File: src/rtl/uart_tx_core.sv
// ============================================================================
// uart_tx_core
// ----------------------------------------------------------------------------
// Byte-serialising UART transmitter. Sits directly downstream of the PID
// frame buffer. Each accepted tx_start sends one byte on the serial line as:
//
//   start bit (0) | 8 data bits, LSB first | optional parity | 1 or 2 stop (1)
//
// The frame buffer paces its 7-byte frames on tx_busy. It waits for busy to
// drop and then issues the next start.
//
// Parameters
//   CLKS_PER_BIT : clock cycles per serial bit, >= 2 (434 = 50 MHz / 115200)
//   PARITY       : 0 = none, 1 = even, 2 = odd
//   STOP_BITS    : 1 or 2
//
// Ports
//   clk       in   system clock; all logic on the rising edge
//   rst_n     in   asynchronous active-low reset; aborts any frame in flight
//   tx_data   in   [7:0] byte to send; sampled only when a start is accepted
//   tx_start  in   single-cycle send request; ignored unless idle
//   tx        out  serial line; idles high
//   tx_busy   out  high from the cycle after acceptance to the end of the
//                  last stop bit
//   tx_done   out  one-cycle pulse on the edge that ends the last stop bit
//
// Every output is a flop, so there is no combinational path from the inputs
// to tx, tx_busy or tx_done.
// ============================================================================
module uart_tx_core #(
    parameter int CLKS_PER_BIT = 434,
    parameter int PARITY       = 0,
    parameter int STOP_BITS    = 1
) (
    input  logic       clk,
    input  logic       rst_n,
    input  logic [7:0] tx_data,
    input  logic       tx_start,
    output logic       tx,
    output logic       tx_busy,
    output logic       tx_done
);

    // ------------------------------------------------------------------------
    // Derived constants
    // ------------------------------------------------------------------------
    // The bit-clock counter runs 0..CLKS_PER_BIT-1, so $clog2 bits is enough.
    // The guard keeps the width legal if the parameter is ever mis-set to 1.
    localparam int              CNT_W      = (CLKS_PER_BIT > 1) ? $clog2(CLKS_PER_BIT) : 1;
    localparam logic [CNT_W-1:0] CNT_LAST  = CNT_W'(CLKS_PER_BIT - 1);
    localparam logic [CNT_W-1:0] CNT_ONE   = CNT_W'(1);
    localparam bit              HAS_PARITY = (PARITY != 0);
    localparam bit              TWO_STOP   = (STOP_BITS == 2);

    typedef enum logic [2:0] {
        ST_IDLE   = 3'd0,
        ST_START  = 3'd1,
        ST_DATA   = 3'd2,
        ST_PARITY = 3'd3,
        ST_STOP   = 3'd4
    } state_t;

    // ------------------------------------------------------------------------
    // Parity of the byte as it will appear on the line.
    // Even parity: the parity bit makes the total number of ones even, so it
    // is the XOR of the byte. Odd parity is the inverse of that.
    // ------------------------------------------------------------------------
    function automatic logic calc_parity(input logic [7:0] data_byte);
        logic p;
        p = ^data_byte;
        if (PARITY == 2) begin
            p = ~p;
        end
        return p;
    endfunction

    // ------------------------------------------------------------------------
    // State
    // ------------------------------------------------------------------------
    state_t           state;
    logic [CNT_W-1:0] bit_cnt;    // cycles elapsed inside the current bit
    logic [2:0]       bit_idx;    // data bit currently on the line
    logic             stop_cnt;   // second stop bit in progress (2-stop mode)
    logic [7:0]       shreg;      // byte being sent; bit 0 is the next data bit
    logic             par_bit;    // parity of the latched byte

    logic             bit_end;    // last cycle of the current bit period
    logic             accept;     // start request taken this cycle

    assign bit_end = (bit_cnt == CNT_LAST);
    assign accept  = (state == ST_IDLE) && tx_start;

    // ------------------------------------------------------------------------
    // Control FSM with registered outputs.
    // Each state loads tx with the value of the *next* bit on the edge that
    // ends the current one, so the line changes exactly on bit boundaries
    // with no decode stage between the state register and the pin.
    // ------------------------------------------------------------------------
    always_ff @(posedge clk or negedge rst_n) begin
        if (!rst_n) begin
            state    <= ST_IDLE;
            bit_cnt  <= '0;
            bit_idx  <= '0;
            stop_cnt <= 1'b0;
            tx       <= 1'b1;
            tx_busy  <= 1'b0;
            tx_done  <= 1'b0;
        end else begin
            tx_done <= 1'b0;

            case (state)
                ST_IDLE: begin
                    // The bit clock is held at zero while idle so that
                    // START gets a full CLKS_PER_BIT cycles.
                    bit_cnt  <= '0;
                    bit_idx  <= '0;
                    stop_cnt <= 1'b0;
                    tx       <= 1'b1;
                    tx_busy  <= 1'b0;
                    if (tx_start) begin
                        state   <= ST_START;
                        tx      <= 1'b0;
                        tx_busy <= 1'b1;
                    end
                end

                ST_START: begin
                    if (bit_end) begin
                        bit_cnt <= '0;
                        state   <= ST_DATA;
                        tx      <= shreg[0];
                    end else begin
                        bit_cnt <= bit_cnt + CNT_ONE;
                    end
                end

                ST_DATA: begin
                    if (bit_end) begin
                        bit_cnt <= '0;
                        bit_idx <= bit_idx + 3'd1;
                        if (bit_idx == 3'd7) begin
                            if (HAS_PARITY) begin
                                state <= ST_PARITY;
                                tx    <= par_bit;
                            end else begin
                                state <= ST_STOP;
                                tx    <= 1'b1;
                            end
                        end else begin
                            // shreg shifts on this same edge, so the bit
                            // that follows is shreg[1] before the shift.
                            tx <= shreg[1];
                        end
                    end else begin
                        bit_cnt <= bit_cnt + CNT_ONE;
                    end
                end

                ST_PARITY: begin
                    if (bit_end) begin
                        bit_cnt <= '0;
                        state   <= ST_STOP;
                        tx      <= 1'b1;
                    end else begin
                        bit_cnt <= bit_cnt + CNT_ONE;
                    end
                end

                ST_STOP: begin
                    tx <= 1'b1;
                    if (bit_end) begin
                        bit_cnt <= '0;
                        if (TWO_STOP && !stop_cnt) begin
                            stop_cnt <= 1'b1;
                        end else begin
                            // A tx_start on this edge sees ST_STOP and is
                            // dropped; the first IDLE cycle follows.
                            stop_cnt <= 1'b0;
                            state    <= ST_IDLE;
                            tx_busy  <= 1'b0;
                            tx_done  <= 1'b1;
                        end
                    end else begin
                        bit_cnt <= bit_cnt + CNT_ONE;
                    end
                end

                default: begin
                    state    <= ST_IDLE;
                    bit_cnt  <= '0;
                    bit_idx  <= '0;
                    stop_cnt <= 1'b0;
                    tx       <= 1'b1;
                    tx_busy  <= 1'b0;
                end
            endcase
        end
    end

    // ------------------------------------------------------------------------
    // Data path: byte and parity latch plus shifter. These carry no reset;
    // the FSM never reads them before an accept has loaded them. Loading
    // only on accept keeps later tx_data changes, and starts that arrive
    // while busy, from touching the byte in flight.
    // ------------------------------------------------------------------------
    always_ff @(posedge clk) begin
        if (accept) begin
            shreg   <= tx_data;
            par_bit <= calc_parity(tx_data);
        end else if ((state == ST_DATA) && bit_end) begin
            shreg   <= {1'b0, shreg[7:1]};
        end
    end

endmodule

File: config.mk
export PLATFORM = sky130hd
export DESIGN_NAME = uart_tx_core
export DESIGN_NICKNAME = d
export VERILOG_FILES = /design/src/rtl/uart_tx_core.sv
export SDC_FILE = /design/constraint.sdc
export NUM_CORES = 1
export LEC_CHECK = 0
export ABC_AREA = 1
export CAP_MARGIN = 10
export CORE_MARGIN = 10
export CORE_UTILIZATION = 40
export CTS_BUF_LIST = sky130_fd_sc_hd__clkbuf_2
export DETAILED_ROUTE_END_ITERATION = 6
export SYNTH_ARGS = -nofsm -noshare
export SYNTH_HDL_FRONTEND = slang
export SYNTH_SLANG_ARGS = --single-unit
File: constraint.sdc
create_clock -name clk -period 4.25 [get_ports clk]
set_input_delay 1.0625 -clock clk [delete_from_list [all_inputs] [get_ports clk]]
set_output_delay 1.0625 -clock clk [all_outputs]
set_load 0.01 [all_outputs]
Word-level counts from Yosys, hierarchy flattened
Index checks and enable logic that the tools add are counted.
Widths: inputs -> output; s select.
{ "op_classes": {"addsub": 2, "eq_ne": 12, "muxes": 24, "bitwise_logic": 2, "reduce_logical": 11} }
{ "op_table": {"columns": ["cell", "n"], "rows": [
  ["$mux 3", 7],
  ["$mux 9", 2],
  ["$mux 8", 2],
  ["$pmux 3 s5", 1],
  ["$ne 2x2->1 const B", 6],
  ["$add 9x1->9 const B", 1],
  ["$eq 9x9->1 const B", 1],
  ["$mux 1", 9],
  ["$eq 3x2->1 const B", 2],
  ["$eq 3x3->1 const B", 2],
  ["$pmux 3 s2", 1],
  ["$reduce_and 6->1", 1],
  ["$reduce_or 3->1", 2],
  ["$pmux 1 s4", 1],
  ["$reduce_and 2->1", 2],
  ["$reduce_or 4->1", 1],
  ["$add 3x1->3 const B", 1],
  ["$eq 3x1->1 const B", 1],
  ["$logic_not 3->1", 1],
  ["$pmux 1 s3", 1],
  ["$reduce_and 3->1", 1],
  ["$logic_and 1x1->1", 2],
  ["$not 1->1", 2],
  ["$reduce_bool 2->1", 1]
]} }
{ "word_totals": {"ff_bits": 26, "input_bits": 11, "out_inout_bits": 3, "elab_cells": 58} }

Depth between registers and ports, before layout
Gate-level depths: netlist of run 1.
{ "logic_depth": {"word_depth": 4, "mapped_depth": 10, "mapped_depth_nobuf": 9} }

Worst setup path after synthesis of run 1
OpenSTA, ideal clock, no wires.
{ "synth_path": {"path_type": "input to register", "startpoint": "in tx_start", "endpoint": "reg shreg[0] (enable)", "setup_ps": 374, "arrival_time_ps": 1677, "t_required_ps": 3876, "slack_ps": 2200, "stages": 3, "path_buffers": 1, "path_cell_list": "nand3_2 buf_2 o21ai_1"} }
{ "synth_between": {"elab_chain_len": 2} }
{ "synth_rtl": {"columns": ["element", "line", "text"], "rows": [
  ["from (decl)", "38", "input logic tx_start,"],
  ["$logic_and 1x1->1", "91", "assign accept = (state == ST_IDLE) && tx_start;"],
  ["$reduce_bool 2->1 (no line)", null, null],
  ["to (signal assigned)", "208", "shreg <= tx_data;"],
  ["to (signal assigned)", "211", "shreg <= {1'b0, shreg[7:1]};"],
  ["to (decl)", "84", "logic [7:0] shreg;"]
]} }
Every way passes these cells.
A chain may end at the register's enable or synchronous reset.

Worst setup path in the final report of run 1
{ "layout_path": {"startpoint": "reg tx", "endpoint": "out tx"} }
{ "layout_lines": {"columns": ["element", "line", "text"], "rows": [
  ["from (decl)", "39", "output logic tx,"],
  ["from (signal assigned)", "131", "tx <= shreg[0];"],
  ["from (signal assigned)", "144", "tx <= par_bit;"],
  ["from (signal assigned)", "152", "tx <= shreg[1];"]
]} }
No word-level cell between the ends.

==> results by group, run 1 <==
Timing
  • Clock period minus worst slack: between 2 and 3 ns
  • Worst hold-check slack: 0.5063 ns
  • Worst-Margin Slew: 0.8316 ns
  • Fmax: between 300 and 400 MHz
  • Setup violators final: 0
  • Max_slew headroom: 0.4439
  • Setup TNS Final: 0 ns
  • Worst Skew: between 0.02 and 0.025 ns
  • RSZ-0062 raised after global routing: no
  • Final period utilization: 0.5911
  • Final Max Slew Viols: 0
  • Final Hold Vio Count: 0

Power and ir drop
  • VDD IR-drop max: ~150 µV
  • Leak: ~0.73 nW
  • Overall power: approximately 0.00037 W
  • Pwr per Cell Area: roughly 240 mW/mm²

Clocking
  • H-tree Lvls: 1
  • Worst-skew pair later-pin latency: about 0.36 ns
  • CTS tree: yes
  • CTS Hold Bufs: 0
  • Quantity of gates resized following cts: 0
  • Root Buffer: clkbuf_2
  • Num CTS Buffers: 3
  • Setup bufs post-CTS: 0
  • Num Clock Sinks: 26
  • Clock buffer depth: 2
  • Clock slew at reported path FFs: between 0.2 and 0.25 ns

Final layout
  • Design Area, Final: roughly 0.0015 mm²
  • # diodes: 0
  • Register area: 691.9 µm²
  • Layout cell share with drive strength beyond 1: 0.1272
  • Nets: between 150 and 200
  • Most frequent cells in the layout: 39 x nand2_1, 19 x inv_1, 17 x dfrtp_1, 16 x nor2_1, 13 x clkdlybuf4s50_1
  • Fillers: approximately 330
  • Area grow syn2layout: 13.95%
  • Multi-input logic area: roughly 550 µm²
  • Most common cell after layout, fill and taps aside: nand2_1

GRT
  • Largest net degree at the start of global routing: 19
  • Vias in the first global route: roughly 1000
  • Initial antenna violation count: 0
  • Grt ovf: 0
  • GRT Overall Usage: 0.08861
  • First-pass GRT wire length: around 4.5 mm

Routing
  • Post-DR wirelength/cell: between 10 and 15 µm
  • Final wirelength: between 2 and 3 mm
  • Vias/cell: about 4.8
  • Initial DRC Count: a little over 70
  • Detail Route Antenna Nets: 0
  • DRC: 0
  • Vias post-DR: ~1000
  • Router iterations before antenna repair: 4

Die
  • Top-Level Pins: 14
  • Row cnt: 20
  • Die Span Y: between 70 and 80 µm
  • Core area: roughly 0.0031 mm²
  • Initial Util: 0.4300
  • Overall die width: a little under 80 µm
  • Die area: between 0.006 and 0.007 mm²

Hold path
  • Min-Delay Path Class: reg -> reg

Worst setup path
  • CP max stage cell: dfstp_2
  • Setup Crit Path Kind: reg -> out
  • CP max stage delay: between 0.5 and 0.6 ns
  • Worst Path Arrival: 1.45 ns
  • Crit path buffers/inverters: 1
  • Top delay family on crit path: flip-flops
  • Setup crit end kind: primary output
  • Startpoint types: register
  • Crit-path cells: clkdlybuf4s50_1
  • Required @ worst endpoint: 3.19 ns
  • CP max FO: 2

Logic synthesis
  • Syn Nets: 173
  • Mapped Area: between 0.001 and 0.0015 mm²
  • Ys Warns: 0
  • Cells after synthesis: around 160
  • Avg Inst Size Synth: roughly 8.5 µm²
  • Synthesized flop and latch total: 26
  • Count of cell types in the netlist: 25
  • Seq/Total Area, Yosys: 0.5144

Place
  • Placed Area: between 0.0015 and 0.002 mm²
  • Placer congestion estimate: ~0.79
  • IO buf count: 13
  • Dpl hpwl: 1.963 mm

Job
  • Max Cap Viol: 0

Outcome
  • Outcome: finished, final reports clean
[state kept, by name, summed over array words and instances, names as in the netlist]
signal and flops:
bit_cnt 9, bit_idx 3, shreg 8, state 3, tx 1, tx_busy 1, tx_done 1
[kinds of logic (layout without fill, tap and decap cells)]
group	Yosys count	count (layout)	synth area share
and+or+nand+nor	87	87	0.3079
DFF	26	26	0.5144
buffers and inverters	26	41	0.07907
AOI/OAI and AO/OA	14	14	0.05488
adders and majority gates	4	4	0.03721
xor gates and xnor gates	1	1	0.006513
[cells in the mapped netlist]
cell type	instances	area [µm²]
nand2_1	39	146.4
inv_1	19	71.32
dfrtp_1	17	425.4
nor2_1	16	60.06
nand3_1	9	45.04
edfxtp_1	8	240.2
nand2_2	7	43.79
nand4_1	7	43.79
o21ai_1	7	35.03
inv_2	5	18.77
ha_1	4	50.05
o21ai_0	3	15.01
a21oi_1	2	10.01
nor2_2	2	12.51
nor3_1	2	10.01
nor3b_2	2	25.02
a31oi_1	1	6.260
buf_2	1	5.000
buf_6	1	11.26
dfstp_2	1	26.28
nand3_2	1	10.01
nand3b_1	1	7.510
nor3_2	1	10.01
o21bai_1	1	7.510
xnor2_1	1	8.760
[power breakdown]
part | internal [W] | leakage [nW] | total [W] | switching, W
sequential | 0.000257 | 0.269 | 0.000257 | 0
clock | 0.0000204 | 0.0140 | 0.0000958 | 0.0000754
combinational | 0.00000858 | 0.448 | 0.0000140 | 0.00000541
total | 0.000286 | 0.731 | 0.000367 | 0.0000808
[per-layer routing]
layer | global-route usage | up-vias | share of wire
li1 | - | 537 | -
met1 | 0.1155 | 477 | 0.50
met2 | 0.1376 | 25 | 0.45
met3 | 0.02304 | 4 | 0.046
met4 | 0.03226 | 0 | 0.0054
met5 | 0 | - | 0
[stage by stage]
stage | utilization | setup slack (ns) | instances
final | 0.4900 | 1.738 | 217
after global routing | 0.4900 | 1.646 | 217
after CTS | 0.4900 | 1.701 | 217
after detailed placement | 0.4840 | 1.474 | 213
after global placement | 0.4840 | 1.553 | 213
after floorplan | - | 2.200 | 158
[final cells by class]
class,count,area share
multi-input cells,106,0.3567
clock inverters,1,0.002449
inverters,24,0.05878
well taps,44,0.03592
flip-flops and latches,26,0.4514
clock buffers,3,0.009796
repair buffers,13,0.08490
[final timing paths]
path                                           start                      to  slack, ns  cells after the start
min in group asynchronous                      rst_n    bit_cnt[5]$_DFF_PN0_       1.13                      1
worst min-delay path                  tx$_DFFE_PN1P_          tx$_DFFE_PN1P_       0.51                      2
worst max register to register  bit_cnt[1]$_DFF_PN0_      shreg[4]$_DFFE_PP_       2.17                      6
worst max-delay path                  tx$_DFFE_PN1P_                      tx       1.74                      1
worst min register to register        tx$_DFFE_PN1P_          tx$_DFFE_PN1P_       0.51                      2
max in group asynchronous                      rst_n  bit_idx[2]$_DFFE_PN0P_       2.60                      1
No activity file was read; power rests on OpenSTA's default activity.
==> run 2, diff against run 1 <==
==> constraint.sdc (replaced) <==
create_clock -name clk -period 2.4 [get_ports clk]
set_input_delay 0.6 -clock clk [delete_from_list [all_inputs] [get_ports clk]]
set_output_delay 0.6 -clock clk [all_outputs]
set_load 0.01 [all_outputs]
==> run 2 against run 1 <==
- sequential share of layout area decreased by 1.2 points
- worst hold slack got worse by 0.0060 ns
- flip-flop and latch count unchanged
- core utilization increased by 1.3 points
- non-clock buffer count increased by 2
==> results by group, run 2 (synthesis gave the netlist of run 1 again) <==
GRT
  • Largest net degree at the start of global routing: 19 (unchanged)
  • Grt ovf: 0 (unchanged)
  • First-pass GRT wire length: 4.167 mm (was 4.519 mm)
  • Met3 usage: 0.03341 (was 0.02304)
  • M1 GR Usage: 0.1015 (was 0.1155)
  • Vias in the first global route: 930 (was 998)
  • Met2 Use GR: 0.1285 (was 0.1376)
  • GRT Overall Usage: 0.08278 (was 0.08861)
  • Initial antenna violation count: 0 (unchanged)
  • Most Crowded Layer GR: met2 (unchanged)

Timing
  • Max_slew headroom: 0.5203 (was 0.4439)
  • Setup violators final: 0 (unchanged)
  • Clock period minus worst slack: around 2.1 ns
  • Final Hold Vio Count: 0 (unchanged)
  • Worst Skew: 0.009382 ns (was 0.02163 ns)
  • Setup TNS Final: 0 ns (unchanged)
  • Fmax: roughly 490 MHz
  • RSZ-0062 raised after global routing: no (unchanged)
  • Final Max Slew Viols: 0 (unchanged)
  • Worst-Margin Slew: 0.7148 ns (was 0.8316 ns)
  • Final period utilization: 0.8559

Worst setup path
  • Setup crit end kind: primary output (unchanged)
  • Required @ worst endpoint: 1.80 ns (was 3.19 ns)
  • Startpoint types: register (unchanged)
  • Worst r2r src: bit_cnt[1]$_DFF_PN0_ (unchanged)
  • CP max FO: 2 (unchanged)
  • Crit-path cells: clkdlybuf4s50_1 (unchanged)
  • CP max stage cell: dfstp_2 (unchanged)
  • Setup Crit Path Kind: reg -> out (unchanged)
  • Crit path buffers/inverters: 1 (unchanged)
  • Worst Path Arrival: 1.45 ns (about the same)
  • Reg2reg end: shreg[7]$_SDFFCE_PP0P_ (was shreg[4]$_DFFE_PP_)
  • Top delay family on crit path: flip-flops (unchanged)
  • R2R Setup Slk: 0.39 ns (was 2.17 ns)
  • Critical path depth in cells: 1 (unchanged)
  • CP max stage delay: 0.58 ns (was 0.59 ns)
  • Reg2reg path depth: 6 (unchanged)

Clocking
  • Num Clock Sinks: 26 (unchanged)
  • Quantity of gates resized following cts: 0 (unchanged)
  • Clock slew at reported path FFs: 0.22 ns (was 0.23 ns)
  • Worst-skew pair later-pin latency: 0.35 ns (was 0.36 ns)
  • CTS Hold Bufs: 0 (unchanged)
  • Setup bufs post-CTS: 0 (unchanged)
  • Clock buffer depth: 2 (unchanged)
  • Root Buffer: clkbuf_2 (unchanged)
  • CTS tree: yes (unchanged)
  • H-tree Lvls: 1 (unchanged)
  • Num CTS Buffers: 3 (unchanged)

Die
  • Overall die width: 77.99 µm (unchanged)
  • Top-Level Pins: 14 (unchanged)
  • Die area: 0.006082 mm² (unchanged)
  • Core area: 0.003128 mm² (unchanged)
  • Die Span Y: 77.99 µm (unchanged)
  • Row cnt: 20 (unchanged)
  • Initial Util: 0.4300 (unchanged)

Routing
  • Post-DR wirelength/cell: 11.02 µm (was 11.91 µm)
  • Final wirelength: 2.413 mm (was 2.584 mm)
  • Detail Route Antenna Nets: 0 (unchanged)
  • Vias/cell: 4.626 (was 4.806)
  • Router iterations before antenna repair: 4 (unchanged)
  • Initial DRC Count: 53 (was 72)
  • Vias post-DR: 1013 (was 1043)
  • DRC: 0 (unchanged)

Power and ir drop
  • Pwr per Cell Area: 476.6 mW/mm² (was 239.4 mW/mm²)
  • Gate power share: 0.034 (was 0.038)
  • Switch Pwr: 0.0001352 W (was 0.00008079 W)
  • Switch share: 0.1802 (was 0.2201)
  • Seq pwr share: 0.607 (was 0.701)
  • Leak: 0.7527 nW (was 0.7311 nW)
  • Clock share of power: 0.359 (was 0.261)
  • VDD IR-drop max: 247.5 µV (was 151.8 µV)
  • Int Pwr: 0.0006150 W (was 0.0002862 W)

Hold path
  • HP Start: tx$_DFFE_PN1P_ (unchanged)
  • Min-Delay Path Class: reg -> reg (unchanged)
  • Worst hold path endpoint: tx$_DFFE_PN1P_ (unchanged)
  • Hold depth: 2 (unchanged)

Final layout
  • Area grow syn2layout: 17.02% (was 13.95%)
  • Most common cell after layout, fill and taps aside: nand2_1 (unchanged)
  • # diodes: 0 (unchanged)
  • Design Area, Final: 0.001574 mm² (was 0.001533 mm²)
  • Nets: 191 (was 189)
  • Fillers: 312 (was 331)
  • Top Registers: bit_cnt (9), shreg (8) (unchanged)
  • Largest reg by FF count: bit_cnt (unchanged)
  • Layout cell share with drive strength beyond 1: 0.1429 (was 0.1272)
  • Max reg flops: 9 (unchanged)
  • Most frequent cells in the layout: 39 x nand2_1, 19 x inv_1, 17 x dfrtp_1, 16 x nor2_1, 13 x clkdlybuf4s50_1 (unchanged)

Job
  • Max Cap Viol: 0 (unchanged)

Place
  • Placer congestion estimate: 0.8126 (was 0.7923)
  • Dpl hpwl: 1.887 mm (was 1.963 mm)
  • IO buf count: 13 (unchanged)
  • Placed Area: 0.001529 mm² (was 0.001514 mm²)

Outcome
  • Outcome: finished, final reports clean (unchanged)
==> run 2: cell types whose count changed in the layout (fill, tap and decap cells not counted), sizes merged <==
cell,previous run,this run
clkinv,1,0
bufinv,0,1
buf,0,2
==> run 2: routing by layer <==
metal / up-vias / wire, µm
li1: 540 / -
met1: 451 / 1192
met2: 20 / 1076
met3: 2 / 125
met4: 0 / 19
met5: - / 0
==> run 2: cell type report <==
| class | count | area (µm²) | area share |
|---|---|---|---|
| clock inverters | 1 | 30.03 | 0.01908 |
| well taps | 44 | 55.05 | 0.03498 |
| clock buffers | 3 | 15.01 | 0.009539 |
| inverters | 24 | 90.09 | 0.05723 |
| flip-flops and latches | 26 | 691.9 | 0.4396 |
| multi-input cells | 106 | 546.8 | 0.3474 |
| repair buffers | 15 | 145.1 | 0.09221 |
==> run 2: power groups by stage <==
stage	combinational (W)	clock, W	sequential, W
after floorplan	0.00000261	0	0.000463
after global placement	0.0000260	0	0.000463
after detailed placement	0.0000264	0	0.000463
after CTS	0.0000264	0.000280	0.000455
after global routing	0.0000290	0.000304	0.000456
final	0.0000256	0.000269	0.000455
==> run 2: per-stage QoR <==
step	setup slack (ns)	instances	hold WS [ns]	util	total power, W
finish	0.3459	219	0.5003	0.5032	0.0007501
global route	0.2492	219	0.4772	0.5032	0.0007883
CTS	0.3147	219	0.5074	0.5032	0.0007621
detailed placement	0.3557	215	0.4793	0.4888	0.0004897
global placement	0.4565	215	0.4764	0.4888	0.0004893
floorplan	0.6809	158	0.3044	-	0.0004660
==> run 2: how the worst max path moves through the flow <==
stage | from | to | slack [ns]
2_1_floorplan | bit_cnt[1]$_DFF_PN0_ | shreg[0]$_DFFE_PP_ | 0.68
3_3_place_gp | bit_cnt[1]$_DFF_PN0_ | shreg[7]$_SDFFCE_PP0P_ | 0.46
3_5_place_dp | bit_cnt[1]$_DFF_PN0_ | shreg[7]$_SDFFCE_PP0P_ | 0.36
4_1_cts | tx$_DFFE_PN1P_ | tx | 0.31
5_1_grt | bit_cnt[1]$_DFF_PN0_ | shreg[4]$_DFFE_PP_ | 0.25
6_report | tx$_DFFE_PN1P_ | tx | 0.35
==> run 3, diff against run 2 <==
--- a/config.mk
+++ b/config.mk
@@ -8,9 +8,11 @@
 export ABC_AREA = 1
 export CAP_MARGIN = 10
 export CORE_MARGIN = 10
-export CORE_UTILIZATION = 40
+export CORE_UTILIZATION = 46
 export CTS_BUF_LIST = sky130_fd_sc_hd__clkbuf_2
 export DETAILED_ROUTE_END_ITERATION = 6
+export GPL_TIMING_DRIVEN = 0
+export PLACE_DENSITY = 0.67
 export SYNTH_ARGS = -nofsm -noshare
 export SYNTH_HDL_FRONTEND = slang
 export SYNTH_SLANG_ARGS = --single-unit
==> constraint.sdc (replaced) <==
create_clock -name clk -period 2.6 [get_ports clk]
set_input_delay 0.65 -clock clk [delete_from_list [all_inputs] [get_ports clk]]
set_output_delay 0.65 -clock clk [all_outputs]
set_load 0.01 [all_outputs]
==> run 3 against run 2 <==
- combinational power decreased by 13%
- critical path depth unchanged
- sequential share of layout area increased by 1.1 points
- register-to-register slack improved by 0.18 ns
- critical path type unchanged
- core utilization increased by 4.8 points
- clock power decreased by 40%
- worst setup slack improved by 0.13 ns
- die area decreased by 9.8%
- flip-flop and latch count unchanged
- first-iteration DRC count increased by 89%
- via count increased by 3.5%
==> results by group, run 3 (synthesis gave the netlist of run 1 again) <==
Job
  • Max Cap Viol: 0 (unchanged)

Place
  • IO buf count: 13 (unchanged)
  • Placer congestion estimate: 0.8825 (was 0.8126)
  • Placed Area: 0.001514 mm² (was 0.001529 mm²)
  • Dpl hpwl: 1.947 mm (was 1.887 mm)

Worst setup path
  • Crit path buffers/inverters: 1 (unchanged)
  • Worst Path Arrival: 1.48 ns (was 1.45 ns)
  • Worst r2r src: bit_cnt[1]$_DFF_PN0_ (unchanged)
  • Crit-path cells: clkdlybuf4s50_1 (unchanged)
  • CP max stage delay: 0.59 ns (was 0.58 ns)
  • Required @ worst endpoint: 1.95 ns (was 1.80 ns)
  • Setup crit end kind: primary output (unchanged)
  • R2R Setup Slk: 0.57 ns (was 0.39 ns)
  • Reg2reg end: shreg[6]$_DFFE_PP_ (was shreg[7]$_SDFFCE_PP0P_)
  • Startpoint types: register (unchanged)
  • CP max FO: 2 (unchanged)
  • Setup Crit Path Kind: reg -> out (unchanged)
  • Reg2reg path depth: 6 (unchanged)
  • CP max stage cell: dfstp_2 (unchanged)
  • Top delay family on crit path: flip-flops (unchanged)

Timing
  • Worst-Margin Slew: 0.7858 ns (was 0.7148 ns)
  • Max_slew headroom: 0.4745 (was 0.5203)
  • Worst Skew: 0.01625 ns (was 0.009382 ns)
  • RSZ-0062 raised after global routing: no (unchanged)
  • Final Max Slew Viols: 0 (unchanged)
  • Setup TNS Final: 0 ns (unchanged)
  • Clock period minus worst slack: roughly 2.1 ns
  • Fmax: 470.0 MHz
  • Final Hold Vio Count: 0 (unchanged)
  • Final period utilization: 0.8184
  • Setup violators final: 0 (unchanged)

Clocking
  • H-tree Lvls: 1 (unchanged)
  • CTS Hold Bufs: 0 (unchanged)
  • CTS tree: yes (unchanged)
  • Setup bufs post-CTS: 0 (unchanged)
  • Num Clock Sinks: 26 (unchanged)
  • Clock buffer depth: 2 (unchanged)
  • Worst-skew pair later-pin latency: 0.36 ns (was 0.35 ns)
  • Quantity of gates resized following cts: 0 (unchanged)
  • Root Buffer: clkbuf_2 (unchanged)
  • Num CTS Buffers: 3 (unchanged)
  • Clock slew at reported path FFs: 0.25 ns (was 0.22 ns)

Power and ir drop
  • Seq pwr share: 0.696 (was 0.607)
  • Switch share: 0.2139 (was 0.1802)
  • Gate power share: 0.037 (was 0.034)
  • Pwr per Cell Area: 393.8 mW/mm² (was 476.6 mW/mm²)
  • Leak: 0.7422 nW (was 0.7527 nW)
  • Int Pwr: 0.0004749 W (was 0.0006150 W)
  • VDD IR-drop max: 273.9 µV (was 247.5 µV)
  • Switch Pwr: 0.0001292 W (was 0.0001352 W)
  • Clock share of power: 0.267 (was 0.359)

Routing
  • Router iterations before antenna repair: 5 (was 4)
  • DRC: 0 (unchanged)
  • Detail Route Antenna Nets: 0 (unchanged)
  • Vias post-DR: 1048 (was 1013)
  • Final wirelength: 2.475 mm (was 2.413 mm)
  • Initial DRC Count: 100 (was 53)
  • Vias/cell: 5.087 (was 4.626)
  • Post-DR wirelength/cell: 12.01 µm (was 11.02 µm)

Final layout
  • Max reg flops: 9 (unchanged)
  • Most frequent cells in the layout: 39 x nand2_1, 19 x inv_1, 17 x dfrtp_1, 16 x nor2_1, 13 x clkdlybuf4s50_1 (unchanged)
  • Area grow syn2layout: 14.05% (was 17.02%)
  • Largest reg by FF count: bit_cnt (unchanged)
  • Design Area, Final: 0.001534 mm² (was 0.001574 mm²)
  • # diodes: 0 (unchanged)
  • Nets: 191 (unchanged)
  • Most common cell after layout, fill and taps aside: nand2_1 (unchanged)
  • Layout cell share with drive strength beyond 1: 0.1429 (unchanged)
  • Top Registers: bit_cnt (9), shreg (8) (unchanged)

Die
  • Row cnt: 19 (was 20)
  • Initial Util: 0.4836 (was 0.4300)
  • Die Span Y: 74.08 µm (was 77.99 µm)
  • Top-Level Pins: 14 (unchanged)
  • Core area: 0.002781 mm² (was 0.003128 mm²)
  • Overall die width: 74.08 µm (was 77.99 µm)
  • Die area: 0.005487 mm² (was 0.006082 mm²)

Outcome
  • Outcome: finished, final reports clean (unchanged)

GRT
  • Largest net degree at the start of global routing: 19 (unchanged)
  • GRT Overall Usage: 0.1016 (was 0.08278)
  • Vias in the first global route: 1070 (was 930)
  • First-pass GRT wire length: 4.416 mm (was 4.167 mm)
  • Initial antenna violation count: 0 (unchanged)
  • Grt ovf: 0 (unchanged)

Hold path
  • Min-Delay Path Class: reg -> reg (unchanged)
  • Worst hold path endpoint: tx$_DFFE_PN1P_ (unchanged)
  • HP Start: tx$_DFFE_PN1P_ (unchanged)
  • Hold depth: 2 (unchanged)
[run 3: power groups by stage]
| stage | logic [W] | registers (W) | clock network, W |
|---|---|---|---|
| after floorplan | 0.00000241 | 0.000428 | 0 |
| after global placement | 0.0000227 | 0.000428 | 0 |
| after detailed placement | 0.0000230 | 0.000428 | 0 |
| after CTS | 0.0000231 | 0.000420 | 0.000166 |
| after global routing | 0.0000250 | 0.000421 | 0.000177 |
| final | 0.0000224 | 0.000420 | 0.000161 |
[run 3: how the worst max path moves through the flow]
stage | slack (ns) | end | from | cells past startpoint
floorplan | 0.88 | shreg[0]$_DFFE_PP_ | bit_cnt[1]$_DFF_PN0_ | 6
global placement | 0.29 | shreg[6]$_DFFE_PP_ | tx_start | 4
detailed placement | 0.26 | shreg[6]$_DFFE_PP_ | tx_start | 4
CTS | 0.46 | tx | tx$_DFFE_PN1P_ | 1
global route | 0.36 | shreg[7]$_SDFFCE_PP0P_ | bit_cnt[1]$_DFF_PN0_ | 6
finish | 0.47 | tx | tx$_DFFE_PN1P_ | 1
[run 3: through the flow]
step,power (W),hold WS (ns),utilization,std cells,setup WS [ns]
finish,0.0006041,0.5046,0.5515,206,0.4722
CTS,0.0006095,0.5080,0.5515,206,0.4558
global placement,0.0004504,0.4750,0.5443,202,0.2858
floorplan,0.0004302,0.3544,-,158,0.8809
detailed placement,0.0004507,0.4799,0.5443,202,0.2627
global route,0.0006226,0.5285,0.5515,206,0.3555
[run 3: layer usage]
layer,vias to the layer above,GRT usage,part of all wire
met5,-,0,0
li1,541,-,-
met2,23,0.1790,0.48
met3,6,0.02926,0.054
met4,0,0.04969,0.017
met1,478,0.1084,0.45
[run 3: worst reg2reg max path, cell delays in order (launching register included)]
cell and delay, ns:
dfrtp_1 0.45, inv_1 0.07, ha_1 0.16, nand4_1 0.11, nor2_2 0.18, nand2_1 0.15
o21ai_1 0.58
[run 3: cell type report]
class	count	area (µm²)
flip-flops and latches	26	691.9
well taps	31	38.79
fillers	255	1247
plain buffers	2	16.27
multi-input cells	106	546.8
repair buffers	13	130.1
inverters	24	90.09
clock buffers	4	20.02
